<file path="src/rtl/gcd_job_sequencer.sv">
// Batch front-end for the subtractive GCD datapath: fetches operand pairs from RAM,
// launches the GCD unit, waits for done and writes each result back.
module gcd_job_sequencer #(
    parameter int NJOBS    = 5,
    parameter int RES_BASE = 10,
    parameter int TIMEOUT  = 1000
) (
    input  logic       clk,
    input  logic       rst_n,
    input  logic       go,
    output logic       busy,
    output logic       all_done,
    output logic       err,
    output logic [2:0] job_idx,
    output logic [3:0] ram_addr,
    output logic       ram_we,
    output logic [7:0] ram_wdata,
    input  logic [7:0] ram_rdata,
    output logic [7:0] gcd_n1,
    output logic [7:0] gcd_n2,
    output logic       gcd_start_n,
    output logic       gcd_restart_n,
    input  logic       gcd_done,
    input  logic [7:0] gcd_sum
);

    typedef enum logic [3:0] {
        S_IDLE,
        S_FLUSH,
        S_RD_A,
        S_RD_B,
        S_CHECK,
        S_LAUNCH,
        S_WAIT,
        S_WRITE,
        S_RELEASE,
        S_DONE,
        S_FAULT
    } state_t;

    localparam logic [2:0]  LAST_JOB   = 3'(NJOBS - 1);
    localparam logic [3:0]  RES_BASE4  = 4'(RES_BASE);
    localparam logic [15:0] WAIT_LIMIT = 16'(TIMEOUT - 1);

    state_t      state_reg;
    logic [7:0]  op_a_reg;
    logic [7:0]  op_b_reg;
    logic [15:0] wait_cnt_reg;

    // Every output is loaded on the transition into the state that owns it,
    // so the outputs seen during a state are plain flops with no input paths.
    always_ff @(posedge clk) begin
        if (!rst_n) begin
            state_reg     <= S_IDLE;
            busy          <= 1'b0;
            all_done      <= 1'b0;
            err           <= 1'b0;
            job_idx       <= '0;
            ram_addr      <= '0;
            ram_we        <= 1'b0;
            ram_wdata     <= '0;
            gcd_n1        <= '0;
            gcd_n2        <= '0;
            gcd_start_n   <= 1'b1;
            gcd_restart_n <= 1'b1;
            op_a_reg      <= '0;
            op_b_reg      <= '0;
            wait_cnt_reg  <= '0;
        end else begin
            ram_we        <= 1'b0;
            gcd_start_n   <= 1'b1;
            gcd_restart_n <= 1'b1;

            unique case (state_reg)
                S_IDLE, S_DONE: begin
                    if (go) begin
                        all_done <= 1'b0;
                        busy     <= 1'b1;
                        job_idx  <= '0;
                        // The GCD unit has no reset and may still sit in its done state.
                        if (gcd_done) begin
                            state_reg     <= S_FLUSH;
                            gcd_restart_n <= 1'b0;
                        end else begin
                            state_reg <= S_RD_A;
                            ram_addr  <= 4'd0;
                        end
                    end
                end
                S_FLUSH: begin
                    state_reg <= S_RD_A;
                    ram_addr  <= {job_idx, 1'b0};
                end
                S_RD_A: begin
                    op_a_reg  <= ram_rdata;
                    ram_addr  <= {job_idx, 1'b1};
                    state_reg <= S_RD_B;
                end
                S_RD_B: begin
                    op_b_reg  <= ram_rdata;
                    state_reg <= S_CHECK;
                end
                S_CHECK: begin
                    // A zero operand would never terminate the subtractive GCD.
                    if (op_a_reg == 8'd0 || op_b_reg == 8'd0) begin
                        state_reg <= S_WRITE;
                        ram_addr  <= RES_BASE4 + {1'b0, job_idx};
                        ram_we    <= 1'b1;
                        ram_wdata <= op_a_reg | op_b_reg;
                    end else begin
                        state_reg   <= S_LAUNCH;
                        gcd_n1      <= op_a_reg;
                        gcd_n2      <= op_b_reg;
                        gcd_start_n <= 1'b0;
                    end
                end
                S_LAUNCH: begin
                    wait_cnt_reg <= '0;
                    state_reg    <= S_WAIT;
                end
                S_WAIT: begin
                    wait_cnt_reg <= wait_cnt_reg + 16'd1;
                    if (gcd_done) begin
                        state_reg <= S_WRITE;
                        ram_addr  <= RES_BASE4 + {1'b0, job_idx};
                        ram_we    <= 1'b1;
                        ram_wdata <= gcd_sum;
                    end else if (wait_cnt_reg == WAIT_LIMIT) begin
                        err       <= 1'b1;
                        busy      <= 1'b0;
                        state_reg <= S_FAULT;
                    end
                end
                S_WRITE: begin
                    gcd_restart_n <= 1'b0;
                    state_reg     <= S_RELEASE;
                end
                S_RELEASE: begin
                    if (job_idx == LAST_JOB) begin
                        busy      <= 1'b0;
                        all_done  <= 1'b1;
                        state_reg <= S_DONE;
                    end else begin
                        job_idx   <= job_idx + 3'd1;
                        ram_addr  <= {job_idx + 3'd1, 1'b0};
                        state_reg <= S_RD_A;
                    end
                end
                S_FAULT: begin
                end
                default: state_reg <= S_IDLE;
            endcase
        end
    end

endmodule

</file>
<file path="config.mk">
export PLATFORM = sky130hd
export DESIGN_NAME = gcd_job_sequencer
export DESIGN_NICKNAME = d
export VERILOG_FILES = /design/src/rtl/gcd_job_sequencer.sv
export SDC_FILE = /design/constraint.sdc
export NUM_CORES = 1
export LEC_CHECK = 0
export ABC_CLOCK_PERIOD_IN_PS = 5500
export CORE_MARGIN = 4
export CORE_UTILIZATION = 39
export DETAILED_ROUTE_END_ITERATION = 6
export PLACE_DENSITY = 0.68
export SLEW_MARGIN = 40
export SYNTH_ARGS = -nofsm -noshare
export SYNTH_HDL_FRONTEND = slang
export SYNTH_SLANG_ARGS = --single-unit
</file>
<file path="constraint.sdc">
create_clock -name clk -period 5.5 [get_ports clk]
set_input_delay 1.1 -clock clk [delete_from_list [all_inputs] [get_ports clk]]
set_output_delay 1.1 -clock clk [all_outputs]
set_load 0.01 [all_outputs]
</file>
==> flow_summary.json, run 1 <==
{
  "nNetsFinal": 483,
  "grt_max_degree": 31,
  "root_buffer": "clkbuf_8",
  "diodes": 0,
  "routedWlPerCell_microns": 16.16,
  "drtAntennaViolNets": 0,
  "cts_resized": 0,
  "r2r_setup_slack_ns": 3.13,
  "ir_drop_mv": 0.1439,
  "synth_edf_count": 0,
  "cts.clk_slew.worst_paths_ns": 0.09,
  "start_kind": "input port",
  "final_area_sq_um": 4385,
  "hold_viol_final": 0,
  "post-route-period-util_pct": 49.47,
  "worstSetupEndpointType": "flip-flop",
  "fin_util_pct": 49.80,
  "ys_warn_count": 0,
  "drive_above_1_share_pct": 7.974,
  "worst_slew_pin_slew_ns": 0.6905,
  "r2r-end": "wait_cnt_reg[14]",
  "worstSetupPathType": "in -> reg",
  "yosys_register_bits": 73,
  "grt_pass1_wl_microns": 15570,
  "final.fill_count": 843,
  "finalSetupTns_ns": 0,
  "synthTopCellsByArea": "dfxtp_1 (41%), mux2i_1 (8.4%), nor2_1 (4.8%)",
  "synthArstFlopShare_pct": 0,
  "hpwl_microns": 6502,
  "p_leak_nw": 1.660,
  "worstPathMaxFanout": 30,
  "numCtsBuffers": 9,
  "die_h_microns": 103.7,
  "r2r_start": "state_reg[1]",
  "layout_setup_ws_ns": 2.779,
  "yosysSeqAreaShare_pct": 40.95,
  "io_pins": 57,
  "crit_required_ns": 5.78,
  "avgSynthCellArea_sq_um": 8.557,
  "max_cap_viol_count": 0,
  "cts_buffer_depth": 2,
  "cts_sinks": 73,
  "cts_tree": "built",
  "fin_skew_ns": 0.01308,
  "rows": 34,
  "synth-main-ff-cell": "dfxtp_1",
  "critical_path.startpoint": "rst_n",
  "whs_ns": 0.4675,
  "synth.most_common_cell": "dfxtp_1",
  "total_power_mw": 1.251,
  "routabilityCongestion": 0.8472,
  "grt_overflow": 0,
  "status": "finished clean",
  "port_buffers": 56,
  "floorplan.initialDensity_pct": 40.52,
  "grt_pass1_vias": 3103,
  "antenna_found_initial": 0,
  "dpl.cell_count": 556,
  "postCtsSetupBuffers": 0,
  "ys_top_cells_by_count": "dfxtp_1 (73), nor2_1 (46), nand2_1 (45), a21oi_1 (31), mux2i_1 (30)",
  "syn2layout_area_growth_pct": 22.90,
  "synth_area_sq_um": 3568,
  "synth_top_area_share_pct": 40.95,
  "drv_slew": 0,
  "first_pass_iters": 5,
  "max_freq_ghz": 0.3676,
  "p_per_area_nw_per_um2": 285.3,
  "cts.htree.levels": 3,
  "yosysUniqueCellTypes": 59,
  "rsz0062_at_grt": "false",
  "grt_util_all_layers_pct": 17.44,
  "critPathCapture": "state_reg[0]",
  "cp.arrival_ns": 3.00,
  "max-slew-margin-rel_pct": 53.82,
  "die_width_microns": 103.7,
  "first_iter_violations": 242,
  "dpl_cell_area_sq_um": 4158,
  "final_cells": 572,
  "hold_class": "reg -> reg",
  "largest_reg_flops": 16,
  "vias": 3251,
  "core_area_sq_um": 8806,
  "via_per_inst": 5.684,
  "synth_fp_nets": 441,
  "synth_top_area_cell": "dfxtp_1",
  "drc": 0,
  "netlist_instances": 417,
  "holdBufCountCts": 0,
  "setup_violations": 0,
  "routed_wl_microns": 9245,
  "pre_cts_ws_ns": 2.403,
  "die_area_sq_um": 10740,
  "r2r_cells": 5,
  "clkLatencyLatePin_ns": 0.35,
  "period_needed_ns": 2.721
}
-- kinds of logic after synthesis --
kind of cell / after synthesis / synth area share [%]
and+or+nand+nor: 185 / 27.88
buffers and inverters: 34 / 4.243
xor gates and xnor gates: 3 / 0.7365
DFF: 73 / 40.95
adders and majority gates: 4 / 1.403
muxes: 33 / 9.362
AOI/OAI and AO/OA: 85 / 15.43
-- layer usage --
metal  track usage [%]  up-vias  wire length [microns]
met4             5.223        0                    121
met3             4.167       12                    467
met2             27.34      106                   4244
met5                 0        -                      0
met1             23.88     1541                   4412
li1                  -     1592                      -
-- worst min path at each step --
| stage | from | slack [ns] | cells after the start | to |
|---|---|---|---|---|
| floorplan | op_a_reg[2] | 0.46 | 2 | op_a_reg[2] |
| global placement | ram_addr[0] | 0.45 | 2 | ram_addr[0] |
| detailed placement | ram_wdata[1] | 0.46 | 2 | ram_wdata[1] |
| CTS | ram_wdata[1] | 0.47 | 2 | ram_wdata[1] |
| global route | ram_wdata[5] | 0.49 | 2 | ram_wdata[5] |
| finish | ram_addr[2] | 0.47 | 2 | ram_addr[2] |
-- where the power goes --
part | internal, mW | leakage [nW] | switching (mW) | total (mW)
Combinational | 0.0836 | 0.967 | 0.112 | 0.195
Clock | 0.257 | 0.103 | 0.213 | 0.470
Sequential | 0.548 | 0.591 | 0.0385 | 0.586
-- placed cells by master, fill, tap and decap left out, types with 3 or more instances in the layout --
cell,n
or3_1,13
o21ai_0,18
and2_1,5
nor4_1,8
nand2_1,45
nor2b_1,4
nor2_1,46
nand3_1,18
nand4_1,5
clkdlybuf4s50_1,56
mux2i_1,30
buf_4,3
a32oi_1,3
and3_1,3
clkbuf_8,9
a31oi_1,4
o221ai_1,8
a21oi_1,31
nand3b_1,3
dfxtp_1,71
o21a_1,4
inv_1,6
nand2b_1,6
ha_1,4
nor3_1,8
-- layout make-up --
type	instances	area, sq um	area share [%]
Inverter	6	22.52	0.5136
Sequential cell	73	1464	33.38
Tap cell	108	135.1	3.081
Clock buffer	10	127.6	2.910
Clock inverter	6	92.59	2.111
Timing Repair Buffer	59	583.1	13.30
Multi-Input combinational cell	310	1961	44.71
-- worst max-delay path, stage by stage --
cell and delay (ns):
clkdlybuf4s50_1 0.91, inv_1 0.13, buf_4 0.27, a211oi_1 0.24, nor2b_1 0.20, a32o_1 0.15
Power figures use the tool's default switching activity.
==> inputs of run 2 (changes only) <==
--- a/config.mk
+++ b/config.mk
@@ -5,7 +5,7 @@
 export SDC_FILE = /design/constraint.sdc
 export NUM_CORES = 1
 export LEC_CHECK = 0
-export ABC_CLOCK_PERIOD_IN_PS = 5500
+export ABC_CLOCK_PERIOD_IN_PS = 2700
 export CORE_MARGIN = 4
 export CORE_UTILIZATION = 39
 export DETAILED_ROUTE_END_ITERATION = 6
==> constraint.sdc (replaced) <==
create_clock -name clk -period 2.7 [get_ports clk]
set_input_delay 0.54 -clock clk [delete_from_list [all_inputs] [get_ports clk]]
set_output_delay 0.54 -clock clk [all_outputs]
set_load 0.01 [all_outputs]
==> flow_summary.json, run 2 (synthesis gave the netlist of run 1 again) <==
{
  "status": "finished clean",
  "diodes": 0,
  "cp.arrival_ns": 2.38,
  "worst_slew_pin_slew_ns": 0.7084,
  "drtAntennaViolNets": 0,
  "worstSetupPathType": "reg -> reg",
  "cts.clk_slew.worst_paths_ns": 0.08,
  "postCtsSetupBuffers": 0,
  "cts_buffer_depth": 2,
  "first_pass_iters": 4,
  "layout_setup_ws_ns": 0.5990,
  "die_h_microns": 103.7,
  "total_power_mw": 2.579,
  "routed_wl_microns": 9023,
  "hold_class": "reg -> reg",
  "die_area_sq_um": 10740,
  "grt_pass1_vias": 2985,
  "drive_above_1_share_pct": 8.917,
  "max-slew-margin-rel_pct": 52.78,
  "cts_tree": "built",
  "routabilityCongestion": 0.9046,
  "worstSetupEndpointType": "flip-flop",
  "hpwl_microns": 6595,
  "crit_required_ns": 2.98,
  "antenna_found_initial": 0,
  "final_cell_mix": "dfxtp_1 (73), clkdlybuf4s50_1 (56), nor2_1 (46)",
  "post-route-period-util_pct": 77.82,
  "cts_resized": 0,
  "dpl.cell_count": 563,
  "period_needed_ns": 2.101,
  "core_area_sq_um": 8806,
  "vias": 3203,
  "max_freq_ghz": 0.4760,
  "hold_start": "ram_wdata[4]",
  "ir_drop_mv": 0.3180,
  "cts.htree.levels": 3,
  "p_per_area_nw_per_um2": 581.2,
  "syn2layout_area_growth_pct": 24.37,
  "grt_overflow": 0,
  "numCtsBuffers": 9,
  "io_pins": 57,
  "grt_util_all_layers_pct": 16.70,
  "port_buffers": 56,
  "nNetsFinal": 490,
  "largest_reg_flops": 16,
  "routedWlPerCell_microns": 15.58,
  "start_kind": "flip-flop",
  "pre_cts_ws_ns": 0.5015,
  "hold_viol_final": 0,
  "die_width_microns": 103.7,
  "rsz0062_at_grt": "false",
  "fin_skew_ns": 0.007120,
  "setup_violations": 0,
  "worstPathMaxFanout": 16,
  "grt_pass1_wl_microns": 14900,
  "p_leak_nw": 1.700,
  "clkLatencyLatePin_ns": 0.34,
  "via_per_inst": 5.532,
  "final_common_cell": "dfxtp_1",
  "grt_max_degree": 32,
  "critical_path.startpoint": "state_reg[2]",
  "finalSetupTns_ns": 0,
  "root_buffer": "clkbuf_8",
  "rows": 34,
  "r2r_start": "state_reg[2]",
  "whs_ns": 0.4678,
  "holdBufCountCts": 0,
  "drv_slew": 0,
  "drc": 0,
  "floorplan.initialDensity_pct": 40.52,
  "max_cap_viol_count": 0,
  "first_iter_violations": 198,
  "cts_sinks": 73,
  "final_cells": 579
}
run 2: changes by cell type in the layout (fill, tap and decap cells not counted), sizes merged:
cell	before	now
inv	6	7
clkinvlp	2	1
buf	3	10
run 2: power breakdown:
part	total (mW)	switching, mW	internal (mW)
combinational	0.437	0.253	0.184
sequential	1.17	0.0548	1.11
clock	0.973	0.424	0.549
total	2.58	0.732	1.85
run 2: worst paths after layout:
path / end / slack (ns) / depth (start not counted)
setup reg to reg: ram_wdata[1] / 0.60 / 5
setup / recovery: ram_wdata[1] / 0.60 / 5
hold / removal: ram_wdata[4] / 0.47 / 2
hold reg to reg: ram_wdata[4] / 0.47 / 2
run 2: critical path, stage by stage, from the launching register on:
cell and delay [ns]:
dfxtp_1 0.70, and2b_1 0.26, nand2_1 0.08, a21oi_1 0.57, o221ai_1 0.25, a21oi_1 0.18
run 2: metal layers:
layer	wire length [microns]	share of wire [%]	vias to the layer above	track usage (%)
met2	4098	45	81	26.45
li1	-	-	1616	-
met5	0	0	-	0
met1	4341	48	1494	22.26
met4	131	1.5	0	4.558
met3	450	5.0	12	4.913
run 2: layout make-up:
type,instances,area (sq um)
timing repair buffer,66,635.6
tap,108,135.1
fill,820,4368
sequential,73,1461
multi-input combinational,310,1956
clock inverter,6,90.09
clock buffer,10,137.6
inverter,6,22.52
run 2: stage by stage:
stage | utilization (%) | instance area [sq um]
floorplan | - | 3568
global placement | 47.81 | 4210
detailed placement | 47.81 | 4210
CTS | 50.40 | 4438
global route | 50.40 | 4438
finish | 50.40 | 4438
==> inputs of run 3 (changes only) <==
--- a/config.mk
+++ b/config.mk
@@ -5,7 +5,7 @@
 export SDC_FILE = /design/constraint.sdc
 export NUM_CORES = 1
 export LEC_CHECK = 0
-export ABC_CLOCK_PERIOD_IN_PS = 2700
+export ABC_CLOCK_PERIOD_IN_PS = 2000
 export CORE_MARGIN = 4
 export CORE_UTILIZATION = 39
 export DETAILED_ROUTE_END_ITERATION = 6
==> constraint.sdc (replaced) <==
create_clock -name clk -period 2 [get_ports clk]
set_input_delay 0.4 -clock clk [delete_from_list [all_inputs] [get_ports clk]]
set_output_delay 0.4 -clock clk [all_outputs]
set_load 0.01 [all_outputs]
==> flow_summary.json, run 3 (synthesis gave the netlist of run 1 again) <==
{
  "finalSetupTns_ns": 0,
  "drv_slew": 0,
  "fin_skew_ns": 0.01157,
  "io_pins": 57,
  "crit_required_ns": 2.24,
  "syn2layout_area_growth_pct": 27.84,
  "p_leak_nw": 1.781,
  "worstSetupEndpointType": "flip-flop",
  "rows": 34,
  "worst_slew_pin_slew_ns": 0.4984,
  "period_needed_ns": 1.847,
  "cts_tree": "built",
  "switching_power_mw": 0.9903,
  "cts.htree.levels": 3,
  "die_h_microns": 103.7,
  "power.share.combinational_pct": 18.2,
  "first_pass_iters": 4,
  "grt_pass1_vias": 3131,
  "dpl.cell_count": 577,
  "max_cap_viol_count": 0,
  "crit_path_max_incr_delay_ns": 0.37,
  "start_kind": "flip-flop",
  "cts_sinks": 73,
  "floorplan.initialDensity_pct": 40.52,
  "routedWlPerCell_microns": 15.83,
  "cts_buffer_depth": 2,
  "grt_pass1_wl_microns": 15660,
  "worstPathCellList": "ha_2, nor3b_2, nand4_1, nor3b_1, or3_1, a32o_1",
  "total_power_mw": 3.506,
  "root_buffer": "clkbuf_8",
  "nNetsFinal": 504,
  "whs_ns": 0.4701,
  "postCtsSetupBuffers": 0,
  "drc": 0,
  "pre_cts_ws_ns": 0.04094,
  "port_buffers": 56,
  "hpwl_microns": 6799,
  "rsz0062_at_grt": "false",
  "final_common_cell": "dfxtp_1",
  "grt_util_all_layers_pct": 17.59,
  "critical-path-slowest-cell": "or3_1",
  "final_cells": 593,
  "p_int_mw": 2.516,
  "status": "finished clean",
  "crit_buf_inv": 0,
  "clkLatencyLatePin_ns": 0.36,
  "layout_setup_ws_ns": 0.1528,
  "grt_overflow": 0,
  "routabilityCongestion": 0.9031,
  "p_per_area_nw_per_um2": 768.6,
  "ir_drop_mv": 0.4448,
  "max-slew-margin-rel_pct": 66.65,
  "final_area_sq_um": 4562,
  "routed_wl_microns": 9385,
  "via_per_inst": 5.536,
  "first_iter_violations": 191,
  "hold_viol_final": 0,
  "clkPwrFrac_pct": 37.1,
  "p_seq_share_pct": 44.6,
  "post-route-period-util_pct": 92.36,
  "die_area_sq_um": 10740,
  "drtAntennaViolNets": 0,
  "core_area_sq_um": 8806,
  "diodes": 0,
  "max_freq_ghz": 0.5414,
  "final_cell_mix": "dfxtp_1 (72), clkdlybuf4s50_1 (56), nor2_1 (46)",
  "cp.arrival_ns": 2.09,
  "largest_reg_flops": 16,
  "setup_violations": 0,
  "holdBufCountCts": 0,
  "antenna_found_initial": 0,
  "numCtsBuffers": 9,
  "p_sw_share_pct": 28.24,
  "vias": 3283,
  "hold_class": "reg -> reg",
  "fin_util_pct": 51.80,
  "worstSetupPathType": "reg -> reg",
  "worstPathMaxFanout": 4,
  "grt_max_degree": 35,
  "dpl_cell_area_sq_um": 4328,
  "drive_above_1_share_pct": 12.16,
  "final.fill_count": 840,
  "cp_top_family": "simple AND/OR/NAND/NOR gates",
  "die_width_microns": 103.7,
  "cts.clk_slew.worst_paths_ns": 0.08
}
## run 3: cell count changes in the layout (fill, tap and decap cells not counted), sizes merged
cell / delta
buf: +14
clkbuf: +1
clkinv: +1
clkinvlp: -1
inv: -1
## run 3: worst paths after layout
path | cells past startpoint | slack (ns) | end | start
setup / recovery | 6 | 0.15 | state_reg[3] | wait_cnt_reg[1]
hold / removal | 2 | 0.47 | ram_addr[3] | ram_addr[3]
setup reg to reg | 6 | 0.15 | state_reg[3] | wait_cnt_reg[1]
hold reg to reg | 2 | 0.47 | ram_addr[3] | ram_addr[3]
## run 3: worst register-to-register path: stages (launching register included)
cell,delay [ns]
dfxtp_2,0.35
ha_2,0.21
nor3b_2,0.17
nand4_1,0.16
nor3b_1,0.22
or3_1,0.37
a32o_1,0.26
## run 3: repair_timing
item                                    4_1_cts  5_1_grt
resized for setup                             0        4
endpoints found under the hold margin         0        0
endpoints found under the setup margin        0        3
## run 3: power by group through the flow
stage	sequential [mW]	combinational [mW]	clock (mW)
after floorplan	1.58	0.421	0
after global placement	1.60	0.622	0
after detailed placement	1.60	0.632	0
after CTS	1.56	0.635	1.34
after global routing	1.57	0.701	1.39
final	1.57	0.639	1.30
## run 3: cell type report
type / instances / area, sq um / area share, %
Timing Repair Buffer: 80 / 753.2 / 16.51
Clock buffer: 11 / 141.4 / 3.099
Tap cell: 108 / 135.1 / 2.962
Inverter: 6 / 22.52 / 0.4937
Sequential cell: 73 / 1463 / 32.06
Clock inverter: 5 / 78.83 / 1.728
Multi-Input combinational cell: 310 / 1968 / 43.14
## run 3: metal layers
layer  up-vias  GRT usage (%)  share of wire, %  routed length [microns]
li1       1630              -                 -                        -
met1      1537          23.60                47                     4389
met2       101          27.90                47                     4393
met3        15          4.478               4.9                      456
met4         0          5.413               1.5                      145
met5         -              0                 0                        0
